[src/rtl/frame_max_min_sched.sv]
// -----------------------------------------------------------------------------
// frame_max_min_sched
//
// Frame-level scheduler for a single FP32 pairwise max/min compare unit.
// Samples of one frame arrive over a valid/ready handshake. They are taken
// two at a time (A, B), and the external compare unit is time-multiplexed
// to produce the frame's largest and smallest magnitude. The compare unit
// strips the sign bit, so both results always have bit 31 clear. This
// controller does no float arithmetic itself.
//
// Schedule for one pair, with no stalls:
//   GET_A, GET_B, CMP_PAIR, CMP_MAX, CMP_MIN
// The first pair of a frame skips CMP_MAX and CMP_MIN, because its pair
// results seed the running max/min directly. An odd tail sample is paired
// with itself.
//
// Each CMP state holds the compare operands constant with cmp_ena high for
// CMP_LAT+1 cycles. It samples cmp_max/cmp_min on the last of those cycles,
// then drops cmp_ena (operands forced to 0) for one flush cycle.
//
// Optional build macro:
//   MAXMIN_NAN_FILTER_EN - when defined, an accepted NaN sample is replaced
//                          by +0.0 before it is stored, and the extra output
//                          nan_cnt counts the NaNs seen in the current frame.
//
// Ports:
//   clk, rst          clock; synchronous active-high reset
//   start, frame_len  begin a frame (honoured only in IDLE); sample count
//   s_valid, s_ready, s_data   sample stream handshake
//   cmp_ena, cmp_in_1, cmp_in_2   drive to the compare unit
//   cmp_max, cmp_min  results from the compare unit
//   busy              high from the cycle after an accepted start until done
//   done              one-cycle pulse; max_out/min_out valid from this cycle
//   max_out, min_out  frame max/min magnitude, held until the next done
//   nan_cnt           (MAXMIN_NAN_FILTER_EN only) NaNs counted in the frame
// -----------------------------------------------------------------------------
module frame_max_min_sched #(
  parameter int DATA_WIDTH = 32,
  parameter int LEN_W      = 10,
  parameter int CMP_LAT    = 3
) (
  input  logic                  clk,
  input  logic                  rst,
  input  logic                  start,
  input  logic [LEN_W-1:0]      frame_len,
  input  logic                  s_valid,
  output logic                  s_ready,
  input  logic [DATA_WIDTH-1:0] s_data,
  output logic                  cmp_ena,
  output logic [DATA_WIDTH-1:0] cmp_in_1,
  output logic [DATA_WIDTH-1:0] cmp_in_2,
  input  logic [DATA_WIDTH-1:0] cmp_max,
  input  logic [DATA_WIDTH-1:0] cmp_min,
  output logic                  busy,
  output logic                  done,
  output logic [DATA_WIDTH-1:0] max_out,
  output logic [DATA_WIDTH-1:0] min_out
`ifdef MAXMIN_NAN_FILTER_EN
  ,
  output logic [LEN_W-1:0]      nan_cnt
`endif
);

  typedef enum logic [2:0] {
    IDLE     = 3'd0,
    GET_A    = 3'd1,
    GET_B    = 3'd2,
    CMP_PAIR = 3'd3,
    CMP_MAX  = 3'd4,
    CMP_MIN  = 3'd5,
    FIN      = 3'd6
  } state_e;

  // Sub-cycle counter inside a CMP state: 0..CMP_LAT with the unit enabled,
  // then CMP_LAT+1 as the flush cycle.
  localparam int               CNT_W     = $clog2(CMP_LAT + 2);
  localparam logic [CNT_W-1:0] CNT_LAST  = CNT_W'(CMP_LAT);
  localparam logic [CNT_W-1:0] CNT_FLUSH = CNT_W'(CMP_LAT + 1);

  state_e                state_q,   state_d;
  logic [CNT_W-1:0]      cnt_q,     cnt_d;
  logic [LEN_W-1:0]      rem_q,     rem_d;
  logic                  first_q,   first_d;
  logic [DATA_WIDTH-1:0] a_q,       a_d;
  logic [DATA_WIDTH-1:0] b_q,       b_d;
  logic [DATA_WIDTH-1:0] pmax_q,    pmax_d;
  logic [DATA_WIDTH-1:0] pmin_q,    pmin_d;
  logic [DATA_WIDTH-1:0] rmax_q,    rmax_d;
  logic [DATA_WIDTH-1:0] rmin_q,    rmin_d;
  logic [DATA_WIDTH-1:0] max_out_q, max_out_d;
  logic [DATA_WIDTH-1:0] min_out_q, min_out_d;
  logic                  done_q,    done_d;

  // Sample as it will be stored after optional NaN filtering.
  logic [DATA_WIDTH-1:0] sample;

`ifdef MAXMIN_NAN_FILTER_EN
  logic             sample_nan;
  logic [LEN_W-1:0] nan_cnt_q, nan_cnt_d;

  assign sample_nan = (s_data[30:23] == 8'hFF) && (s_data[22:0] != 23'd0);
  assign sample     = sample_nan ? '0 : s_data;
  assign nan_cnt    = nan_cnt_q;
`else
  assign sample = s_data;
`endif

  // Unit enabled for this CMP cycle / last enabled cycle (results sampled).
  logic cmp_run;
  logic cmp_take;

  assign cmp_run  = (cnt_q != CNT_FLUSH);
  assign cmp_take = (cnt_q == CNT_LAST);

  // ---------------------------------------------------------------------------
  // Next-state and output logic
  // ---------------------------------------------------------------------------
  always_comb begin
    // NOTE: every signal written here gets a default first, so no branch
    // leaves one unassigned and infers a latch.
    state_d   = state_q;
    cnt_d     = cnt_q;
    rem_d     = rem_q;
    first_d   = first_q;
    a_d       = a_q;
    b_d       = b_q;
    pmax_d    = pmax_q;
    pmin_d    = pmin_q;
    rmax_d    = rmax_q;
    rmin_d    = rmin_q;
    max_out_d = max_out_q;
    min_out_d = min_out_q;
    done_d    = 1'b0;
    s_ready   = 1'b0;
    cmp_ena   = 1'b0;
    cmp_in_1  = '0;
    cmp_in_2  = '0;
`ifdef MAXMIN_NAN_FILTER_EN
    nan_cnt_d = nan_cnt_q;
`endif

    unique case (state_q)
      IDLE: begin
        // While done is high the FSM is already back in IDLE. A start in
        // that same cycle must still be ignored.
        if (start && !done_q) begin
          rem_d   = frame_len;
          first_d = 1'b1;
          cnt_d   = '0;
          rmax_d  = '0;
          rmin_d  = '0;
`ifdef MAXMIN_NAN_FILTER_EN
          nan_cnt_d = '0;
`endif
          state_d = (frame_len == '0) ? FIN : GET_A;
        end
      end

      GET_A: begin
        s_ready = 1'b1;
        if (s_valid) begin
          a_d   = sample;
          rem_d = rem_q - LEN_W'(1);
`ifdef MAXMIN_NAN_FILTER_EN
          if (sample_nan) nan_cnt_d = nan_cnt_q + LEN_W'(1);
`endif
          if (rem_q == LEN_W'(1)) begin
            // Odd tail: compare the last sample against itself.
            b_d     = sample;
            cnt_d   = '0;
            state_d = CMP_PAIR;
          end else begin
            state_d = GET_B;
          end
        end
      end

      GET_B: begin
        s_ready = 1'b1;
        if (s_valid) begin
          b_d   = sample;
          rem_d = rem_q - LEN_W'(1);
`ifdef MAXMIN_NAN_FILTER_EN
          if (sample_nan) nan_cnt_d = nan_cnt_q + LEN_W'(1);
`endif
          cnt_d   = '0;
          state_d = CMP_PAIR;
        end
      end

      CMP_PAIR: begin
        if (cmp_run) begin
          cmp_ena  = 1'b1;
          cmp_in_1 = a_q;
          cmp_in_2 = b_q;
          cnt_d    = cnt_q + CNT_W'(1);
          if (cmp_take) begin
            pmax_d = cmp_max;
            pmin_d = cmp_min;
            // The first pair of a frame seeds the running results directly.
            if (first_q) begin
              rmax_d = cmp_max;
              rmin_d = cmp_min;
            end
          end
        end else begin
          cnt_d = '0;
          if (first_q) begin
            first_d = 1'b0;
            state_d = (rem_q != '0) ? GET_A : FIN;
          end else begin
            state_d = CMP_MAX;
          end
        end
      end

      CMP_MAX: begin
        if (cmp_run) begin
          cmp_ena  = 1'b1;
          cmp_in_1 = pmax_q;
          cmp_in_2 = rmax_q;
          cnt_d    = cnt_q + CNT_W'(1);
          if (cmp_take) rmax_d = cmp_max;
        end else begin
          cnt_d   = '0;
          state_d = CMP_MIN;
        end
      end

      CMP_MIN: begin
        if (cmp_run) begin
          cmp_ena  = 1'b1;
          cmp_in_1 = pmin_q;
          cmp_in_2 = rmin_q;
          cnt_d    = cnt_q + CNT_W'(1);
          if (cmp_take) rmin_d = cmp_min;
        end else begin
          cnt_d   = '0;
          state_d = (rem_q != '0) ? GET_A : FIN;
        end
      end

      FIN: begin
        max_out_d = rmax_q;
        min_out_d = rmin_q;
        done_d    = 1'b1;
        state_d   = IDLE;
      end

      default: begin
        state_d = IDLE;
      end
    endcase
  end

  // ---------------------------------------------------------------------------
  // State registers
  // ---------------------------------------------------------------------------
  always_ff @(posedge clk) begin
    // NOTE: registers use non-blocking assignments so every flop samples its
    // pre-edge inputs regardless of statement order.
    if (rst) begin
      // A mid-frame reset abandons the frame, so the data registers and the
      // held results are cleared along with the control state.
      state_q   <= IDLE;
      cnt_q     <= '0;
      rem_q     <= '0;
      first_q   <= 1'b0;
      a_q       <= '0;
      b_q       <= '0;
      pmax_q    <= '0;
      pmin_q    <= '0;
      rmax_q    <= '0;
      rmin_q    <= '0;
      max_out_q <= '0;
      min_out_q <= '0;
      done_q    <= 1'b0;
`ifdef MAXMIN_NAN_FILTER_EN
      nan_cnt_q <= '0;
`endif
    end else begin
      state_q   <= state_d;
      cnt_q     <= cnt_d;
      rem_q     <= rem_d;
      first_q   <= first_d;
      a_q       <= a_d;
      b_q       <= b_d;
      pmax_q    <= pmax_d;
      pmin_q    <= pmin_d;
      rmax_q    <= rmax_d;
      rmin_q    <= rmin_d;
      max_out_q <= max_out_d;
      min_out_q <= min_out_d;
      done_q    <= done_d;
`ifdef MAXMIN_NAN_FILTER_EN
      nan_cnt_q <= nan_cnt_d;
`endif
    end
  end

  assign busy    = (state_q != IDLE);
  assign done    = done_q;
  assign max_out = max_out_q;
  assign min_out = min_out_q;

endmodule

[config.mk]
export PLATFORM = sky130hd
export DESIGN_NAME = frame_max_min_sched
export DESIGN_NICKNAME = d
export VERILOG_FILES = /design/src/rtl/frame_max_min_sched.sv
export SDC_FILE = /design/constraint.sdc
export NUM_CORES = 1
export LEC_CHECK = 0
export BUFFER_PORTS_ARGS = -buffer_cell sky130_fd_sc_hd__buf_2
export CAP_MARGIN = 30
export CORE_MARGIN = 3
export CORE_UTILIZATION = 50
export DETAILED_ROUTE_END_ITERATION = 6
export PLACE_DENSITY = 0.83
export SLEW_MARGIN = 30
export SYNTH_ARGS = -nofsm -noshare
export SYNTH_HDL_FRONTEND = slang
export SYNTH_SLANG_ARGS = --single-unit
export TNS_END_PERCENT = 20
[constraint.sdc]
create_clock -name clk -period 1.93 [get_ports clk]
set_clock_uncertainty 0.1 [all_clocks]
set_input_delay 0.386 -clock clk [delete_from_list [all_inputs] [get_ports clk]]
set_output_delay 0.386 -clock clk [all_outputs]
set_load 0.1 [all_outputs]
# --- After elaboration in Yosys (flattened, before gate mapping) ---
# Index checks and enable logic that the tools add are counted.
word_totals:
  regBits: 274
  in_bits: 110
  word_cells: 114
classes:
  n_addsub: 2
  eq_ne: 24
  mux: 52
  reduce_logical: 23
op_table:
  columns: ["op", "n"]
  rows:
  - ["2-to-1 mux 32 bit", 20]
  - ["one-hot mux 32 bit (3 select lines)", 4]
  - ["one-hot mux 32 bit (2 select lines)", 1]
  - ["2-to-1 mux 3 bit", 14]
  - ["inequality test 2 bit, second input constant", 14]
  - ["2-to-1 mux 10 bit", 2]
  - ["one-hot mux 10 bit (2 select lines)", 1]
  - ["one-hot mux 3 bit (6 select lines)", 1]
  - ["AND reduction 7 bit", 2]
  - ["one-hot mux 3 bit (4 select lines)", 1]
  - ["== test 10 x 1 -> 1 bit, second input constant", 1]
  - ["logical NOT 10 bit", 1]
  - ["nonzero test 10 bit", 1]
  - ["subtractor 10 x 1 -> 10 bit, second input constant", 1]
  - ["== test 3 x 2 -> 1 bit, second input constant", 3]
  - ["== test 3 bit, second input constant", 3]
  - ["AND reduction 3 bit", 3]
  - ["nonzero test 3 bit", 3]
  - ["2-to-1 mux 1 bit", 7]
  - ["AND reduction 6 bit", 1]
  - ["nonzero test 2 bit", 3]
  - ["AND reduction 5 bit", 1]
  - ["AND reduction 4 bit", 1]
  - ["nonzero test 4 bit", 1]
  - ["11 further kinds", 11]

# --- Longest topological paths before layout ---
logic_depth:
  ltp_word: 5
  mapped_depth: 8

# --- Worst setup path before layout ---
# Ideal clock, no wire load.
synth_path:
  path_kind: "register -> register"
  from: "register cnt_q[0]"
  to: "register cnt_q[1]"
  setup_time_ps: 82
  t_arrival_ps: 2930
  path_slack_ps: -1182
  path_stages_with_launch: 8
  n_path_buf: 1
  cell_sequence: "dfxtp_1 inv_1 ha_1 and2_1 buf_2 a21oi_1 a221oi_2 nor3_1"
synth_via:
  elab_chain_len: 3
synth_rtl:
  columns: ["item", "line", "text"]
  rows:
  - ["start: declaration", "81", "logic [CNT_W-1:0] cnt_q, cnt_d;"]
  - ["start signal: assignment", "283", "cnt_q <= cnt_d;"]
  - ["adder 3 x 1 -> 3 bit / inequality test 3 bit (equally long branches)", null, null]
  - ["2-to-1 mux 3 bit *", "192, 218, 231", null]
  - ["one-hot mux 3 bit (4 select lines) *", "142", "unique case (state_q)"]
# Mark *: on every way between the ends. The rest lies on a longest branch, timed or not.
# A chain may end at the register's enable or synchronous reset.

# --- Final worst setup path ---
layout_path:
  from: "register cnt_q[1]"
  to: "output port cmp_in_2[19]"
layout_via:
  elab_chain_len: 3
layout_rtl:
  columns: ["item", "line", "text"]
  rows:
  - ["inequality test 3 bit *", "112", "assign cmp_run = (cnt_q != CNT_FLUSH);"]
  - ["2-to-1 mux 32 bit, on equally long branches", "231, 192, 218", null]
  - ["one-hot mux 32 bit (3 select lines) *", "142", null]
  - ["end: declaration", "51", "output logic [DATA_WIDTH-1:0] cmp_in_2,"]
# Marks and branches as above.

==> flow_metrics.tcl <==
set metrics [dict create \
    status "finished, violations left" \
    failed_checks "design-rule violations, negative hold slack, negative setup slack" \
    slew_viol_final 0 \
    routedWlPerCell_um 20.4 \
    critical_path_arrival_ps 2420 \
    hpwl_um 27800 \
    root_buffer "clkbuf_16" \
    fp.dieW_um 160 \
    hp-class "in -> reg" \
    grt_max_degree 125 \
    drtIter0Drc 1822 \
    layout-drive-gt1-share 0.291 \
    grt_util_met2 0.519 \
    cp_common_cell "inv_2" \
    syn_area_per_cell_um2 8.04 \
    num_vias 12332 \
    gp_congestion 0.946 \
    min_from "cmp_min[10]" \
    fp.dieH_um 160 \
    rsz0062_at_grt "yes" \
    worstReg2RegEnd "rmax_q[4]" \
    antenna_found_initial 2 \
    syn-num-nets 1585 \
    synth_area_um2 11800 \
    ioPinCount 242 \
    required_ps 1440 \
    overflow 0 \
    finalCriticalPeriod_ps 2910 \
    grt_usage 0.310 \
    netlist.top_cell.by_area "dfxtp_1" \
    whs_ps -4.20 \
    ys_types 74 \
    clockBufferDepth 3 \
    start_util 0.516 \
    power.total_mw 15.6 \
    max_slew_margin 0.606 \
    seq_area_um2 5490 \
    fmax_mhz 344 \
    nNetsFinal 1855 \
    cp_max_fo 6 \
    rows 55 \
    dieArea_um2 25500 \
    cp-start-kind "register" \
    place_ws_ps -510 \
    cap_violations 0 \
    dp.cells 1994 \
    powerDensity_nw_per_um2 952 \
    synth.area.top_cells "dfxtp_1 46%, nand2_1 15%, a21oi_1 8.7%" \
    synth_top_area_share 0.464 \
    clkLatencyLatePin_ps 550 \
    min_to "pmin_q[10]" \
    synth-seq-cells 274 \
    vdd_drop_max_uv 713 \
    r2r_cells 9 \
    cts.clk_slew.worst_paths_ps 70 \
    core_region_area_um2 22900 \
    placed_area_um2 14900 \
    post-route-period-util 1.51 \
    firstDrtPassIters 7 \
    cp_slowest_cell "a222oi_1" \
    stdcell_count 2074 \
    ant_nets 0 \
    max_stage_delay_ps 460 \
    synthCells 1470 \
    timing.rr.start "cnt_q[1]" \
    tns_ps -59410 \
    top_usage_layer "met2" \
    ys_warn_count 0 \
    clock_sinks 274 \
    critPathCaptureType "output port" \
    multi_input_area_um2 5670 \
    fill_cells 1614 \
    setup_violations 91 \
    reg2reg_slack_ps -40 \
    hold_viol_final 2 \
    path_cells "inv_2 -> ha_4 -> and2_4 -> buf_8 -> nor3_4 -> buf_6 -> buf_16 -> a222oi_1 -> inv_2 -> buf_12" \
    leakagePower_nw 6.65 \
    grt_pass1_vias 12245 \
    stdcell_area_um2 16400 \
    cts_buffers 27 \
    use_met3 0.0480 \
    worst_hold_path.num_cells 3 \
    cts_tree "done" \
    wl_um 42400 \
    setup_ws_ps -978 \
    yosysSeqAreaShare 0.464 \
    met1_usage 0.382 \
    syn_to_final_growth_pct 38.9 \
    worst_pin_slew_ps 590 \
    h-tree-depth 1 \
    port_buffers 241 \
    synth_ff_type "dfxtp_1" \
    critPathLaunch "cnt_q[1]" \
    synth_edf_count 0 \
    async_flop_share 0 \
    utilization 0.717 \
    crit_type "reg -> out" \
    grt_pass1_wl_um 64700 \
    drc_errors 4 \
    routed_via_density 5.95 \
]
-- cells by family after synthesis --
logic type / share of synthesized area
AOI/OAI and AO/OA: 0.197
adders and majority gates: 0.00529
buffers and inverters: 0.0742
xor gates and xnor gates: 0.00286
DFF: 0.464
and+or+nand+nor: 0.203
muxes: 0.0542
-- flip-flops by register name, summed over array words and instances (netlist names) --
name / cells
a_q: 32
b_q: 32
max_out: 32
min_out: 32
pmax_q: 32
pmin_q: 32
rmax_q: 32
rmin_q: 32
rem_q: 10
cnt_q: 3
state_q: 3
done: 1
first_q: 1
-- worst max path at each step --
| stage | endpoint | slack [ps] | depth (start not counted) |
|---|---|---|---|
| floorplan | cmp_in_2[0] | -340 | 8 |
| global placement | cmp_in_1[8] | -780 | 8 |
| detailed placement | cmp_in_2[8] | -510 | 9 |
| CTS | cmp_in_2[15] | -960 | 10 |
| global route | cmp_in_2[19] | -1050 | 10 |
| finish | cmp_in_2[19] | -980 | 10 |
-- final cells by class --
cell class / instances / share of cell area
clock inverters: 13 / 0.0108
flip-flops and latches: 274 / 0.334
diodes: 2 / 0.000305
inverters: 75 / 0.0177
multi-input cells: 1001 / 0.345
repair buffers: 361 / 0.222
clock buffers: 35 / 0.0460
well taps: 313 / 0.0238
-- per-layer routing --
metal	vias to the layer above	share of wire	wire, um
met5	-	0	0
met4	0	0.052	2200
met3	171	0.093	3940
met2	781	0.47	20100
met1	5770	0.38	16100
li1	5610	-	-
-- cell usage in the layout, fill, tap and decap left out, types with 6 or more instances in the layout --
cell type	Yosys	layout
nand3_1	44	42
dlygate4sd3_1	0	15
inv_2	1	66
buf_6	9	11
mux2i_1	64	64
a211oi_1	8	6
o21ai_1	24	24
clkbuf_16	0	29
nor2_1	15	13
a21oi_1	205	203
buf_12	0	94
dfxtp_1	274	269
buf_2	47	173
o21ai_0	18	18
a222oi_1	64	64
inv_1	74	6
nor4_1	7	7
nand2_1	457	454
buf_4	4	61
-- synth_stat cells (9+ instances only) --
cell type,instances
buf_2,47
dfxtp_1,274
o21ai_0,18
nand2_1,457
a21oi_1,205
mux2i_1,64
o21ai_1,24
nor2_1,15
nand3_1,44
clkbuf_1,55
a222oi_1,64
inv_1,74
buf_6,9
-- critical path, delay by kind of cell, from the launching register on --
kind,cells,cell delay (ps)
flip-flops,1,320
buffers and inverters,6,740
AND/OR/NAND/NOR,2,230
adder cells (fa/ha/maj),1,130
AO/OA/AOI/OAI,1,460
-- power by group --
| group | internal, mW | switching [mW] | leakage (nW) |
|---|---|---|---|
| combinational | 1.65 | 2.27 | 3.97 |
| clock | 3.29 | 2.25 | 0.458 |
| sequential | 5.90 | 0.253 | 2.21 |
-- timing repair --
| item | 4_1_cts | 5_1_grt |
|---|---|---|
| setup buffers | 7 | 4 |
| hold buffers | 15 | 0 |
| gates cloned | 2 | 2 |
| endpoints found under the hold margin | 19 | 0 |
| gates resized for setup | 19 | 36 |
| pin swaps | 13 | 13 |
| setup endpoints to repair | 238 | 301 |
No activity file was read; power rests on OpenSTA's default activity.
